## config.mk

```make
export PLATFORM = sky130hd
export DESIGN_NAME = gpr_cdb_arbiter
export DESIGN_NICKNAME = d
export VERILOG_FILES = /design/src/rtl/gpr_cdb_arbiter_pkg.sv /design/src/rtl/gpr_cdb_arbiter_rr_pick.sv /design/src/rtl/gpr_cdb_arbiter.sv
export SDC_FILE = /design/constraint.sdc
export NUM_CORES = 1
export LEC_CHECK = 0
export CORE_MARGIN = 1.5
export CORE_UTILIZATION = 31
export DETAILED_ROUTE_END_ITERATION = 12
export GPL_TIMING_DRIVEN = 0
export HOLD_SLACK_MARGIN = 0.05
export PLACE_DENSITY = 0.93
export SETUP_SLACK_MARGIN = 0.15
export SLEW_MARGIN = 20
export SYNTH_ARGS = -nofsm -noshare
export SYNTH_HDL_FRONTEND = slang
export SYNTH_SLANG_ARGS = --single-unit
```

## constraint.sdc

```tcl
create_clock -name clk -period 6.9 [get_ports clk]
set_input_delay 0.69 -clock clk [delete_from_list [all_inputs] [get_ports clk]]
set_output_delay 0.69 -clock clk [all_outputs]
set_load 0.005 [all_outputs]
```

## src/rtl/gpr_cdb_arbiter_pkg.sv

```systemverilog
// Shared GPR CDB types: ROB tag width, the broadcast bus struct and the tag comparator.
package gpr_cdb_arbiter_pkg;

  localparam int ROB_WIDTH = 6;

  typedef struct packed {
    logic                 valid;
    logic [ROB_WIDTH-1:0] tag;
    logic [31:0]          data;
  } cdb_t;

  function automatic logic tag_match(input cdb_t cdb, input logic [ROB_WIDTH-1:0] tag);
    return cdb.valid && (cdb.tag == tag);
  endfunction

endpackage

```

## src/rtl/gpr_cdb_arbiter_rr_pick.sv

```systemverilog
// Combinational round-robin picker: first set request at or after ptr, wrapping at N.
module rr_pick #(
  parameter int N = 4,
  localparam int IDX_W = (N > 1) ? $clog2(N) : 1
) (
  input  logic [N-1:0]     req,
  input  logic [IDX_W-1:0] ptr,
  output logic [N-1:0]     grant,
  output logic [IDX_W-1:0] idx,
  output logic             any
);

  int cand;

  always_comb begin
    grant = '0;
    idx   = '0;
    any   = 1'b0;
    cand  = 0;
    for (int k = 0; k < N; k++) begin
      // explicit wrap so non-power-of-two N never aliases onto a missing index
      cand = int'(ptr) + k;
      if (cand >= N) cand = cand - N;
      if (!any && req[cand[IDX_W-1:0]]) begin
        any                     = 1'b1;
        grant[cand[IDX_W-1:0]]  = 1'b1;
        idx                     = cand[IDX_W-1:0];
      end
    end
  end

endmodule

```

## src/rtl/gpr_cdb_arbiter.sv

```systemverilog
// GPR common-data-bus arbiter: round-robin grant in the request cycle, broadcast of
// the winner's tag and result register one cycle later.
import gpr_cdb_arbiter_pkg::*;

module gpr_cdb_arbiter #(
  parameter int N_REQ = 4
) (
  input  logic                 clk,
  input  logic                 reset,
  input  logic [N_REQ-1:0]     req_valid,
  output logic [N_REQ-1:0]     req_ready,
  input  logic [ROB_WIDTH-1:0] req_tag [N_REQ],
  input  logic [31:0]          req_result [N_REQ],
  output cdb_t                 gpr_cdb
);

  localparam int IDX_W = (N_REQ > 1) ? $clog2(N_REQ) : 1;

  logic [IDX_W-1:0]     ptr;
  logic                 g_valid;
  logic [IDX_W-1:0]     g_idx;
  logic [ROB_WIDTH-1:0] g_tag;

  logic [N_REQ-1:0] pick_grant;
  logic [IDX_W-1:0] pick_idx;
  logic             pick_any;
  logic [IDX_W-1:0] ptr_next;

  rr_pick #(.N(N_REQ)) u_pick (
    .req   (req_valid),
    .ptr   (ptr),
    .grant (pick_grant),
    .idx   (pick_idx),
    .any   (pick_any)
  );

  // no grants while in reset; those requests are simply dropped
  assign req_ready = reset ? '0 : pick_grant;

  assign ptr_next = (pick_idx == IDX_W'(N_REQ - 1)) ? '0 : pick_idx + IDX_W'(1);

  always_ff @(posedge clk) begin
    if (reset) begin
      ptr     <= '0;
      g_valid <= 1'b0;
    end else begin
      g_valid <= pick_any;
      if (pick_any) ptr <= ptr_next;
    end
    g_idx <= pick_idx;
    g_tag <= req_tag[pick_idx];
  end

  // result register of the winner is valid the cycle after grant, hence the registered index
  always_comb begin
    gpr_cdb.valid = g_valid;
    gpr_cdb.tag   = g_valid ? g_tag : 'x;
    gpr_cdb.data  = g_valid ? req_result[g_idx] : 'x;
  end

endmodule

```

==> results.json, run 1 <==
{
  "start_kind": "register",
  "nFillCells": 438,
  "worstSetupEndpointType": "primary output",
  "cts-root-buf": "clkbuf_8",
  "p_comb_share_pct": 85.1,
  "nNetsFinal": 537,
  "clock_sinks": 11,
  "leakage_nw": 1.43,
  "ys_ff_latch": 11,
  "yosysTopAreaCellShare_pct": 41.3,
  "multi_input_area_um2": 1440,
  "syn_nets": 335,
  "dpl.cell_count": 437,
  "synth-seq-area-share_pct": 12.2,
  "synth_area_um2": 1800,
  "ctsHoldBuffers": 0,
  "ctsLongestPathBuffers": 2,
  "via_per_inst": 5.29,
  "antenna_found_initial": 1,
  "drc": 0,
  "p_sw_uw": 447,
  "postRouteAntennaNets": 0,
  "cp_max_fo": 10,
  "cp.required_ps": 6210,
  "grt.overflow.total": 0,
  "cts_resized": 0,
  "yosysWarnings": 0,
  "powerDensity_nw_per_um2": 304,
  "setup_viol_count_final": 0,
  "dieWidth_um": 79.2,
  "drive_gt1_share_pct": 15.7,
  "maxSlewViolCount": 0,
  "clkPwrFrac_pct": 5.2,
  "initial_core_util_pct": 32.5,
  "post_cts_buffers": 0,
  "critPathKind": "reg -> out",
  "cts_tree": "built",
  "die_h_um": 79.2,
  "first_iter_violations": 67,
  "place_congestion": 0.883,
  "max_cap_violations": 0,
  "num_vias": 2339,
  "dieArea_um2": 6280,
  "drt_pass1_iterations": 6,
  "relSlewSlack_pct": 61.0,
  "clk_latency_ps": 230,
  "finalSetupTns_ps": 0,
  "rows": 27,
  "fin_skew_ps": 1.72,
  "peakVddDrop_uv": 204,
  "synth_enable_flop_cells": 0,
  "power_frac_seq_pct": 9.7,
  "pre_cts_slack_ps": 3090,
  "design_area_um2": 3910,
  "dp_hpwl_um": 7940,
  "grt_pass1_vias": 2424,
  "hold_path_class": "reg -> reg",
  "portBuffers": 197,
  "grt_max_degree": 12,
  "final-instance-count-excl-fill": 442,
  "wl_per_cell_um": 20.6,
  "period_minus_slack_ps": 4160,
  "ios": 201,
  "status": "complete, no violations",
  "async_reset_ff_share_pct": 0,
  "worst_slew_pin_slew_ps": 584,
  "intPower_uw": 743,
  "hold_viol_final": 0,
  "postPlaceCellArea_um2": 3860,
  "syn_inst": 168,
  "switching_share_pct": 37.6,
  "grt_usage_pct": 27.7,
  "yosysUniqueCellTypes": 40,
  "synth_area_leader_cell": "mux4_2",
  "rsz0062_at_grt": "false",
  "r2r_cells": 13,
  "register_area_um2": 220,
  "grt_pass1_wl_um": 12900,
  "numCtsBuffers": 3,
  "layout_setup_ws_ps": 2740,
  "critPathArrivalTime_ps": 3470,
  "htree_levels": 1,
  "core_area_um2": 5540,
  "avgSynthCellArea_um2": 10.7,
  "min_path_cells": 3,
  "hold_ws_ps": 742,
  "synth_area_leaders": "mux4_2, dfxtp_1, ha_1",
  "syn2layout_area_growth_pct": 117,
  "min_period_over_period_pct": 60.3,
  "fmax_mhz": 240,
  "clk_pin_slew_ps": 50,
  "synth_flop_cell": "dfxtp_1",
  "wl_um": 9090
}
[power groups by stage]
stage | clock network (mW) | registers, mW | logic, mW
finish | 0.0621 | 0.115 | 1.01
global route | 0.0671 | 0.119 | 1.09
CTS | 0.0635 | 0.116 | 1.02
detailed placement | 0 | 0.116 | 1.01
global placement | 0 | 0.115 | 0.982
floorplan | 0 | 0.115 | 0.557
[cell usage in the layout, fill, tap and decap left out, types with 5 or more instances in the layout]
master / instances
clkbuf_1: 5
dfxtp_1: 11
nor2_1: 9
clkdlybuf4s50_1: 197
ha_1: 9
nand2_1: 21
buf_6: 5
buf_2: 5
mux4_2: 33
a32oi_1: 6
a21oi_1: 8
nand2b_1: 5
[sequential cells by signal (all words and copies together), names as in the netlist]
name     flops
g_tag        6
g_valid      1
ptr          2
g_idx        2
[worst max-delay path, stage by stage (launching register included)]
cell and delay, ps:
dfxtp_1 480, buf_6 190, inv_1 160, ha_1 370, buf_2 200, inv_1 90
a211o_1 290, a22oi_1 380, a221oi_1 170, o32ai_1 350, clkdlybuf4s50_1 560
[worst paths after layout]
kind,from,endpoint,slack [ps]
min reg2reg,ptr[0]$_SDFFE_PP0P_,ptr[0]$_SDFFE_PP0P_,740
max reg2reg,ptr[0]$_SDFFE_PP0P_,ptr[0]$_SDFFE_PP0P_,3730
min,ptr[0]$_SDFFE_PP0P_,ptr[0]$_SDFFE_PP0P_,740
max,ptr[0]$_SDFFE_PP0P_,req_ready[2],2740
[per-stage QoR]
stage | power, mW | util, %
final | 1.19 | 70.6
after floorplan | 0.672 | -
after detailed placement | 1.13 | 69.7
after global routing | 1.27 | 70.6
after CTS | 1.20 | 70.6
after global placement | 1.10 | 69.7
[cell usage after synthesis, types with 2 or more instances]
library cell	count
a21oi_1	8
o21ai_0	2
mux4_2	33
buf_6	5
nand2_1	21
inv_1	3
mux2_2	4
ha_1	9
nand3_1	3
a211o_1	4
buf_4	3
clkbuf_1	4
nand3b_1	3
mux2i_1	2
a32oi_1	6
nor2_1	9
o32ai_1	4
nor3_1	2
nand2b_1	5
a221oi_1	4
buf_2	5
dfxtp_1	11
[cells by family after synthesis]
kind of cell	Yosys count	share of synthesized area (%)
AOI/OAI and AO/OA	35	14.4
adders and majority gates	9	6.25
buffers and inverters	23	8.12
DFF	11	12.2
muxes	39	44.9
and+or+nand+nor	51	14.2
[layout make-up]
type	instances	area share, %
Sequential cell	11	5.63
Timing Repair Buffer	197	50.4
Antenna cell	1	0.0640
Clock buffer	4	1.15
Tap cell	72	2.30
Buffer	19	3.36
Inverter	4	0.384
Multi-Input combinational cell	134	36.7
[per-layer routing]
| metal | vias up | share of wire [%] | track usage (%) |
|---|---|---|---|
| met5 | - | 0.14 | 0 |
| li1 | 1084 | - | - |
| met4 | 2 | 0.90 | 4.56 |
| met1 | 1104 | 35 | 29.1 |
| met2 | 141 | 50 | 50.0 |
| met3 | 8 | 13 | 14.1 |
No activity file was read; power rests on OpenSTA's default activity.
==> inputs of run 2 (changes only) <==
--- a/config.mk
+++ b/config.mk
@@ -6,11 +6,11 @@
 export NUM_CORES = 1
 export LEC_CHECK = 0
 export CORE_MARGIN = 1.5
-export CORE_UTILIZATION = 31
+export CORE_UTILIZATION = 28
 export DETAILED_ROUTE_END_ITERATION = 12
 export GPL_TIMING_DRIVEN = 0
 export HOLD_SLACK_MARGIN = 0.05
-export PLACE_DENSITY = 0.93
+export PLACE_DENSITY = 0.86
 export SETUP_SLACK_MARGIN = 0.15
 export SLEW_MARGIN = 20
 export SYNTH_ARGS = -nofsm -noshare
==> constraint.sdc (replaced) <==
create_clock -name clk -period 4.1 [get_ports clk]
set_input_delay 0.41 -clock clk [delete_from_list [all_inputs] [get_ports clk]]
set_output_delay 0.41 -clock clk [all_outputs]
set_load 0.005 [all_outputs]
==> run 2 against run 1 <==
Compared with the run above: critical path depth unchanged; clock power increased by 76%; routed wire length fell by 11%; non-clock buffer count stayed put; sequential power is 68% higher; global-route usage shrank 5.2 points; power is 67% higher; final area barely moved; combinational power is 66% higher; critical path type unchanged; largest cell class unchanged; largest power group unchanged; highest routed layer is now met4.
==> results.json, run 2 (synthesis results as in run 1) <==
{
  "status": "complete, no violations",
  "first_iter_violations": 70,
  "dieWidth_um": 83.2,
  "portBuffers": 197,
  "final-instance-count-excl-fill": 446,
  "grt.overflow.total": 0,
  "min_period_over_period_pct": 90.9,
  "critPathSlowestCell": "clkdlybuf4s50_1",
  "grt_pass1_vias": 2301,
  "post_cts_buffers": 0,
  "period_minus_slack_ps": 3730,
  "reg_top3": "g_tag (6), g_idx (2), ptr (2)",
  "wl_per_cell_um": 18.1,
  "maxSlewViolCount": 0,
  "worstSetupEndpointType": "primary output",
  "clkPwrFrac_pct": 5.5,
  "drive_gt1_share_pct": 15.7,
  "clk_pin_slew_ps": 50,
  "max_cap_violations": 0,
  "cts_tree": "built",
  "peakVddDrop_uv": 365,
  "dieArea_um2": 6920,
  "powerDensity_nw_per_um2": 507,
  "rsz0062_at_grt": "false",
  "ctsLongestPathBuffers": 2,
  "hold_path_class": "in -> reg",
  "register_area_um2": 220,
  "die_h_um": 83.2,
  "cts-root-buf": "clkbuf_8",
  "slowest_delay_ps": 550,
  "setup_viol_count_final": 0,
  "largest_reg_flops": 6,
  "drt_pass1_iterations": 4,
  "critPathArrivalTime_ps": 3320,
  "antenna_cells": 0,
  "postRouteAntennaNets": 0,
  "largest-register": "g_tag",
  "p_comb_share_pct": 84.8,
  "final_cell_mix": "clkdlybuf4s50_1, mux4_2, nand2_1",
  "syn2layout_area_growth_pct": 117,
  "power_frac_seq_pct": 9.7,
  "grt_pass1_wl_um": 12200,
  "start_kind": "register",
  "cp.required_ps": 3690,
  "ctsHoldBuffers": 0,
  "htree_levels": 1,
  "clk_latency_ps": 240,
  "worst_slew_pin_slew_ps": 606,
  "grt_usage_pct": 22.5,
  "via_per_inst": 5.15,
  "cts_resized": 0,
  "critPathKind": "reg -> out",
  "nFillCells": 521,
  "leakage_nw": 1.43,
  "switching_share_pct": 37.1,
  "ios": 201,
  "numCtsBuffers": 3,
  "p_sw_uw": 736,
  "cp_max_fo": 10,
  "core_area_um2": 6280,
  "intPower_mw": 1.25,
  "grt_max_degree": 12,
  "wl_um": 8060,
  "multi_input_area_um2": 1440,
  "worstPathCellList": "buf_6 -> inv_1 -> ha_1 -> buf_2 -> inv_1 -> a211o_1 -> a22oi_1 -> a221oi_1 -> o32ai_1 -> clkdlybuf4s50_1",
  "final_common_cell": "clkdlybuf4s50_1",
  "critical_path.most_common_cell": "inv_1",
  "relSlewSlack_pct": 59.6,
  "hold_ws_ps": 502,
  "antenna_found_initial": 0,
  "nNetsFinal": 537,
  "clock_sinks": 11,
  "rows": 29,
  "finalSetupTns_ps": 0,
  "fin_skew_ps": 2.54,
  "drc": 0,
  "hold_viol_final": 0,
  "num_vias": 2295,
  "dpl.cell_count": 442,
  "dp_hpwl_um": 7030,
  "fmax_mhz": 268,
  "place_congestion": 0.838,
  "initial_core_util_pct": 28.7
}
-- run 2: stage by stage --
stage	power (mW)	instance area [um^2]	setup WS (ps)	utilization (%)
3_3_place_gp	1.85	3870	645	61.7
5_1_grt	2.13	3920	177	62.4
4_1_cts	2.00	3920	376	62.4
6_report	1.99	3920	372	62.4
3_5_place_dp	1.88	3870	655	61.7
2_1_floorplan	1.13	1800	1300	-
-- run 2: path summary, 6_finish.rpt --
check                      startpoint                  end  slack (ps)  cells after the start
hold reg to reg   ptr[0]$_SDFFE_PP0P_  ptr[0]$_SDFFE_PP0P_         720                      3
hold / removal           req_valid[1]   g_valid$_SDFF_PP0_         500                      3
setup reg to reg  ptr[0]$_SDFFE_PP0P_  ptr[0]$_SDFFE_PP0P_        1010                     11
setup / recovery  ptr[0]$_SDFFE_PP0P_         req_ready[3]         370                     10
-- run 2: power by group through the flow --
stage               sequential (mW)  combinational [mW]  clock [mW]
detailed placement            0.196                1.69           0
global placement              0.196                1.65           0
global route                  0.200                1.81       0.122
CTS                           0.195                1.69       0.114
finish                        0.193                1.68       0.109
floorplan                     0.193               0.937           0
-- run 2: critical path: cells and delay by family (launching register included) --
kind | cells | cell delay (ps)
compound gates | 4 | 1090
fa+ha+maj | 1 | 350
buf+inv | 5 | 1160
flops | 1 | 460
-- run 2: layout make-up --
cell class	instances	area share (%)
repair buffers	197	50.4
multi-input cells	134	36.7
flip-flops and latches	11	5.62
plain buffers	19	3.36
well taps	77	2.46
clock buffers	4	1.15
inverters	4	0.384
-- run 2: per-layer routing --
metal	part of all wire, %	GRT usage, %	routed length [um]	vias up
met2	55	43.8	4450	120
met1	37	25.6	2980	1078
met5	0	0	0	-
met3	6.5	3.58	522	10
met4	1.3	4.85	106	0
li1	-	-	-	1087
